File: config.mk
export PLATFORM = sky130hd
export DESIGN_NAME = pipeline_sequencer
export DESIGN_NICKNAME = d
export VERILOG_FILES = /design/src/rtl/pipeline_sequencer.sv
export SDC_FILE = /design/constraint.sdc
export NUM_CORES = 1
export LEC_CHECK = 0
export CAP_MARGIN = 20
export CORE_UTILIZATION = 48
export CTS_CLUSTER_DIAMETER = 100
export DETAILED_ROUTE_END_ITERATION = 7
export DONT_BUFFER_PORTS = 1
export PLACE_DENSITY_LB_ADDON = 0.2
export SKIP_LAST_GASP = 1
export SYNTH_ARGS = -nofsm -noshare
export SYNTH_HDL_FRONTEND = slang
export SYNTH_SLANG_ARGS = --single-unit
export TNS_END_PERCENT = 5
File: constraint.sdc
create_clock -name clk -period 2.26 [get_ports clk]
set_clock_uncertainty 0.2 [all_clocks]
set_input_delay 0.226 -clock clk [delete_from_list [all_inputs] [get_ports clk]]
set_output_delay 0.226 -clock clk [all_outputs]
set_load 0.005 [all_outputs]
File: src/rtl/pipeline_sequencer.sv
// pipeline_sequencer
// Run / stall / flush / drain controller for a five-stage in-order pipeline.
// A start request moves the block from IDLE into RUN. In RUN it arbitrates
// between a taken branch, a load-use hazard, a fetched HALT and a decoded jump.
// A HALT drains the four downstream stages and then parks the block in HALTED
// until reset. Pipeline-register controls are decoded combinationally from the
// registered state and the current inputs. Cycle and stall statistics are
// registered and saturate at their maximum value.

module pipeline_sequencer (
   input  logic        clk,
   input  logic        rst,
   input  logic        start,
   input  logic        halt_fetched,
   input  logic        id_ex_mem_rd,
   input  logic [2:0]  id_ex_rd,
   input  logic [2:0]  if_id_rs,
   input  logic [2:0]  if_id_rt,
   input  logic        if_id_uses_rs,
   input  logic        if_id_uses_rt,
   input  logic        jump_id,
   input  logic        branch_taken,
   output logic        pc_wr,
   output logic        if_id_wr,
   output logic        if_id_flush,
   output logic        id_ex_bubble,
   output logic        busy,
   output logic        halted,
   output logic [15:0] cycle_cnt,
   output logic [7:0]  stall_cnt
);

   // Sequencer states, kept as plain two-bit constants
   localparam logic [1:0] ST_IDLE   = 2'd0;
   localparam logic [1:0] ST_RUN    = 2'd1;
   localparam logic [1:0] ST_DRAIN  = 2'd2;
   localparam logic [1:0] ST_HALTED = 2'd3;

   // The drain counter value seen in the last of the four DRAIN cycles
   // (ID, EX, MEM and WB each empty out in turn)
   localparam logic [1:0]  DRAIN_LAST = 2'd3;
   localparam logic [15:0] CYCLE_MAX  = 16'hFFFF;
   localparam logic [7:0]  STALL_MAX  = 8'hFF;

   logic [1:0]  state_q, state_d;
   logic [1:0]  drain_q, drain_d;
   logic [15:0] cycle_q, cycle_d;
   logic [7:0]  stall_q, stall_d;

   logic        rs_match;
   logic        rt_match;
   logic        hazard;
   logic        stall_evt;

   // Load-use hazard: the load in EX writes a register that ID reads.
   // Register 0 is an ordinary register here, so it can create a hazard too.
   always_comb begin
      rs_match = if_id_uses_rs && (if_id_rs == id_ex_rd);
      rt_match = if_id_uses_rt && (if_id_rt == id_ex_rd);
      hazard   = id_ex_mem_rd && (rs_match || rt_match);
   end

   // Next-state selection and pipeline-control decode, in priority order
   always_comb begin
      // NOTE: every signal written in this block gets a default first, so no path leaves one unassigned and no latch is inferred.
      state_d      = state_q;
      drain_d      = drain_q;
      pc_wr        = 1'b0;
      if_id_wr     = 1'b0;
      if_id_flush  = 1'b1;
      id_ex_bubble = 1'b1;
      stall_evt    = 1'b0;

      case (state_q)
         ST_IDLE: begin
            // The pipeline is held empty until a run is requested
            if (start) begin
               state_d = ST_RUN;
            end
         end

         ST_RUN: begin
            if (branch_taken) begin
               // Redirect fetch and squash both wrong-path instructions
               pc_wr        = 1'b1;
               if_id_flush  = 1'b1;
               id_ex_bubble = 1'b1;
            end else if (hazard) begin
               // Freeze PC and IF/ID; send one bubble into EX
               pc_wr        = 1'b0;
               if_id_wr     = 1'b0;
               if_id_flush  = 1'b0;
               id_ex_bubble = 1'b1;
               stall_evt    = 1'b1;
            end else if (halt_fetched) begin
               // Stop fetching and drop the HALT; let older work drain out
               pc_wr        = 1'b0;
               if_id_flush  = 1'b1;
               id_ex_bubble = 1'b0;
               state_d      = ST_DRAIN;
               drain_d      = 2'd0;
            end else if (jump_id) begin
               // The target is known in ID; the instruction fetched behind the jump is discarded
               pc_wr        = 1'b1;
               if_id_flush  = 1'b1;
               id_ex_bubble = 1'b0;
            end else begin
               pc_wr        = 1'b1;
               if_id_wr     = 1'b1;
               if_id_flush  = 1'b0;
               id_ex_bubble = 1'b0;
            end
         end

         ST_DRAIN: begin
            if (branch_taken) begin
               // A branch still in flight overrides the HALT: resume running
               pc_wr        = 1'b1;
               if_id_flush  = 1'b1;
               id_ex_bubble = 1'b1;
               state_d      = ST_RUN;
               drain_d      = 2'd0;
            end else begin
               pc_wr        = 1'b0;
               if_id_flush  = 1'b1;
               id_ex_bubble = 1'b0;
               if (drain_q == DRAIN_LAST) begin
                  state_d = ST_HALTED;
                  drain_d = 2'd0;
               end else begin
                  drain_d = drain_q + 2'd1;
               end
            end
         end

         ST_HALTED: begin
            // Terminal state: the controls match IDLE and start is ignored
            state_d = ST_HALTED;
         end

         default: begin
            state_d = ST_IDLE;
            drain_d = 2'd0;
         end
      endcase
   end

   // Status flags follow the registered state only
   always_comb begin
      busy   = (state_q == ST_RUN) || (state_q == ST_DRAIN);
      halted = (state_q == ST_HALTED);
   end

   // Saturating next values for the run-cycle and load-use stall counters
   always_comb begin
      cycle_d = cycle_q;
      stall_d = stall_q;
      if (busy && (cycle_q != CYCLE_MAX)) begin
         cycle_d = cycle_q + 16'd1;
      end
      if (stall_evt && (stall_q != STALL_MAX)) begin
         stall_d = stall_q + 8'd1;
      end
   end

   // State, drain counter and statistics registers; reset takes effect at once
   always_ff @(posedge clk or posedge rst) begin
      if (rst) begin
         state_q <= ST_IDLE;
         drain_q <= 2'd0;
         cycle_q <= 16'd0;
         stall_q <= 8'd0;
      end else begin
         // NOTE: non-blocking assignments make every register sample pre-edge values, whatever order the statements appear in.
         state_q <= state_d;
         drain_q <= drain_d;
         cycle_q <= cycle_d;
         stall_q <= stall_d;
      end
   end

   // Counter outputs come straight from their registers
   always_comb begin
      cycle_cnt = cycle_q;
      stall_cnt = stall_q;
   end

`ifndef SYNTHESIS
   // IF/ID is never written and flushed in the same cycle
   a_flush_wr_excl : assert property (@(posedge clk) disable iff (rst)
      !(if_id_flush && if_id_wr));

   // A stall always freezes the PC
   a_stall_freezes_pc : assert property (@(posedge clk) disable iff (rst)
      stall_evt |-> !pc_wr);
`endif

endmodule
== After elaboration in Yosys (flattened, before gate mapping) ==
Cells that the tools add are included.
Word-level totals
  output and inout port bits: 30
  input port bits: 18
  word-level logic and storage cells: 64
  bits in registers: 28
Operators by class
  reductions and logical operators: 11
  eq/ne operators: 13
  multiplexer cells: 33
  $add $sub $neg: 3
Operators by type and width (count)
  2-bit two-way mux: 11
  1-bit two-way mux: 18
  16-bit by 1-bit adder with 16-bit output, second input constant: 1
  16-bit != test, second input constant: 1
  8-bit by 1-bit adder with 8-bit output, second input constant: 1
  2-bit != test, second input constant: 4
  8-bit != test, second input constant: 1
  2-bit case mux with 4 select lines: 1
  2-bit == test, second input constant: 3
  3-bit == test: 2
  1-bit logical AND: 5
  5-bit AND reduction: 1
  1-bit case mux with 2 select lines: 2
  2-bit case mux with 2 select lines: 1
  4-bit AND reduction: 1
  3-bit != test, second input constant: 1
  2-bit by 1-bit adder with 2-bit output, second input constant: 1
  2-bit by 1-bit == test with 1-bit output, second input constant: 1
  2-bit zero test: 1
  1-bit logical OR: 2
  2-bit nonzero test: 1

== Logic depth before layout (Yosys ltp) ==
  depth after elaboration: 8
  gate-level depth with buffers: 7
  depth with buffers taken out: 7

== Worst setup path after synthesis ==
Ideal clock, no wire load.
  path kind: reg2reg
  start point: register state_q[0]
  end point: register cycle_q[15], in the netlist cycle_cnt[15]
  setup time: 0.123 ns
  data arrival time: 1.669 ns
  stages on the path, launching flop included: 8
  setup slack: 0.267 ns
  data required time: 1.937 ns
  period minus slack after synthesis: 1.993 ns
  path buffers: 0
  path through: dfrtp_1 > inv_1 > ha_1 > and3_1 > nand3_1 > a311oi_2 > nand4_1 > xnor2_1
On the way
  longest elaborated chain between the ends: 3
  elaborated cells on any way between the ends: 4
  classes of those cells: 2 x eq/ne; 2 x reduce/logical
Ends and longest elaborated chain
  start: declaration: line 45  | logic [1:0] state_q, state_d;
  start signal: assignment: line 175  | state_q <= state_d;
  2-bit by 1-bit == test with 1-bit output or 2-bit == test (tied branches): line 150  | busy = (state_q == ST_RUN) || (state_q == ST_DRAIN);
  1-bit logical OR *: line 150
  named net busy: line 27  | output logic busy,
  1-bit logical AND *: line 158  | if (busy && (cycle_q != CYCLE_MAX)) begin
  end signal: assignment: line 177  | cycle_q <= cycle_d;
  end: declaration: line 47  | logic [15:0] cycle_q, cycle_d;
Mark *: on every way through the listed nets, which the timed path passes. The rest lies on a longest branch.
A chain may end at the register's enable or synchronous reset.

== Final worst setup path ==
  start point: register state_q[0]
  end point: register cycle_q[11], in the netlist cycle_cnt[11]
The elaborated chain is that of the path after synthesis.

==> flow_summary.yaml <==
final_layout:
  area_growth_pct: 12.2
  drive_gt1_frac: 0.157
  layout.cells.non_filler: 210
  n_fill_cell: 281
  antennaDiodeCount: 0
  nets: 192
sta:
  fmax_ghz: 0.468
  setup_viol: 0
  fin_crit_ns: 2.14
  drv_slew: 0
  fin_crit_sh: 0.945
  worst_pin_slew_ns: 0.362
  hold_viol: 0
  timing.hold.ws_ns: 0.0378
  max_slew_margin: 0.756
  rsz0062_at_grt: "yes"
run:
  cap_violations: 0
setup_path:
  crit_chain: "inv_1 > ha_4 > and3_1 > nand3_1 > a311oi_2 > buf_4 > nand2_1 > xnor2_1"
  crit_buf_inv: 2
  arrival_ns: 2.17
  critical_path_class: "register to register"
  path_delay_family: "flip-flops"
  critPathRequiredTime_ns: 2.30
  reg2reg_slack_ns: 0.12
  cp-end-kind: "register"
  ff2ff_path_depth: 8
  r2r-start: "state_q[0]$_DFFE_PP0P_"
  r2r-end: "cycle_cnt[11]$_DFFE_PP0P_"
  startpoint_type: "register"
  cp_max_fo: 4
  slowest_stage: "dfrtp_1"
  slowest_delay_ns: 0.42
worst_hold_path:
  hold_path.class: "input pin to register"
  min_from: "halt_fetched"
  hold_depth: 2
  hold_end: "drain_q[1]$_DFFE_PP0P_"
floorplanning:
  core_region_area_um2: 3130
  pin_count: 48
  die_w_um: 60.0
  num_rows: 20
  die_h_um: 60.0
  start_util: 0.516
  fp.dieArea_um2: 3600
global_routing:
  grt_pass1_vias: 1167
  antenna_found_initial: 0
  grt_pass1_wl_um: 5130
  grtUsageTotal: 0.192
  grt_overflow: 0
  grt_max_degree: 26
placed_design:
  io_buffer_count: 0
  dpl.hpwl_um: 2360
  dp.cells: 200
  gp_routability_congestion: 0.743
clocking:
  cts_num_sinks: 28
  clk_latency_ns: 0.33
  cts_root_buf: "clkbuf_4"
  htree_levels: 1
  clk_pin_slew_ns: 0.15
  cts_max_path_buffers: 2
  cts_made_buffers: 3
  cts_tree: "done"
synth:
  synth_edf_count: 0
  syn_inst: 153
  synth.most_common_cell: "dfrtp_1"
  synthFlopType: "dfrtp_1"
  yosysTopAreaCell: "dfrtp_1"
  synthArstFlopShare: 1.00
  synth_area_um2: 1620
  synth_nets: 178
  synth_common_cells: "dfrtp_1 (28), xnor2_1 (14), nor2_1 (13), xor2_1 (9), inv_1 (8)"
  syn_area_per_cell_um2: 10.6
  synth_area_leaders: "dfrtp_1 (43%), xnor2_1 (7.6%), ha_1 (5.4%)"
  ys_seq_elements: 28
  yosysSeqAreaShare: 0.434
  yosys_warnings: 0
  yosysUniqueCellTypes: 38
  synth_top_area_share: 0.434
power_and_ir_drop:
  peakVddDrop_mv: 0.748
  leakagePower_nw: 0.828
  power_mw: 1.68
  power_per_cell_area_nw_per_um2: 926
detailed_routing:
  totalWireLength_um: 3080
  dr.pass1.iters: 4
  avgViaCountPerCell: 5.68
  drt-initial-drc-count: 55
  ant_nets: 0
  post_drt_wl_per_cell_um: 14.7
  remaining_drc_errors: 0
  vias: 1193
outcome:
  status: "completed"
==> cell families after synthesis <==
family | after synthesis | synth area share
fa+ha+maj | 7 | 0.0542
flops | 28 | 0.434
buf+inv | 8 | 0.0186
compound gates | 24 | 0.112
mux | 5 | 0.0372
simple gates | 58 | 0.219
xor+xnor | 23 | 0.125
==> worst reg2reg max path, cell delays in order (launching register included) <==
cell and delay (ns):
dfrtp_1 0.42, inv_1 0.11, ha_4 0.30, and3_1 0.18, nand3_1 0.14, a311oi_2 0.32
buf_4 0.17, nand2_1 0.06, xnor2_1 0.13
==> layer usage <==
metal | part of all wire | vias up | track usage | wire length, µm
li1 | - | 576 | - | -
met1 | 0.42 | 586 | 0.229 | 1300
met2 | 0.52 | 29 | 0.327 | 1610
met3 | 0.051 | 2 | 0.0671 | 156
met4 | 0.0068 | 0 | 0.0498 | 21
met5 | 0 | - | 0 | 0
==> how the worst max path moves through the flow <==
stage | end | from | slack [ns] | depth (start not counted)
global route | state_q[1]$_DFFE_PP0P_ | state_q[0]$_DFFE_PP0P_ | -0.008 | 7
detailed placement | cycle_cnt[15]$_DFFE_PP0P_ | state_q[0]$_DFFE_PP0P_ | 0.12 | 7
finish | cycle_cnt[11]$_DFFE_PP0P_ | state_q[0]$_DFFE_PP0P_ | 0.12 | 8
floorplan | cycle_cnt[15]$_DFFE_PP0P_ | state_q[0]$_DFFE_PP0P_ | 0.27 | 7
global placement | cycle_cnt[15]$_DFFE_PP0P_ | state_q[0]$_DFFE_PP0P_ | 0.19 | 7
CTS | cycle_cnt[15]$_DFFE_PP0P_ | state_q[0]$_DFFE_PP0P_ | 0.1 | 7
==> layout by cell type, fill, tap and decap left out, types with 3 or more instances in the layout <==
cell type / count
nand3_1: 7
ha_1: 6
clkbuf_4: 3
dfrtp_1: 28
dlygate4sd3_1: 4
nor3_1: 6
nor4_1: 4
xnor2_1: 14
a21oi_1: 7
o21ai_0: 5
nand2_1: 7
nand2b_1: 3
xor2_1: 9
buf_4: 5
nor2_1: 13
nand4_1: 4
inv_1: 8
==> registers in the layout, summed over array words and instances, names as in the netlist <==
signal	count
stall_cnt	8
drain_q	2
cycle_cnt	16
state_q	2
==> layout make-up <==
class                   instances  area, µm²  share of cell area
multi-input cells             117        897               0.495
flip-flops and latches         28        701               0.386
repair buffers                  9       77.6              0.0428
clock inverters                 1       30.0              0.0166
inverters                       8       30.0              0.0166
clock buffers                   3       22.5              0.0124
well taps                      44       55.1              0.0304
==> metrics by stage <==
step	setup slack [ns]	instance area (µm²)	TNS, ns	util
after CTS	0.0961	1790	0	0.571
after detailed placement	0.118	1690	0	0.541
after global placement	0.193	1690	0	0.541
final	0.125	1810	0	0.580
after global routing	-0.00842	1810	-0.00842	0.580
after floorplan	0.267	1620	0	-
==> repair_timing <==
item / 4_1_cts / 5_1_grt
gates resized for setup: 0 / 1
setup endpoints to repair: 0 / 1
hold buffers: 4 / 0
endpoints found under the hold margin: 30 / 0
buffers inserted: 0 / 2
==> where the power goes <==
| group | total [mW] | internal, mW | switching [mW] |
|---|---|---|---|
| Sequential | 0.753 | 0.600 | 0.153 |
| Clock | 0.329 | 0.180 | 0.150 |
| Combinational | 0.597 | 0.283 | 0.314 |
Power figures use the tool's default switching activity.
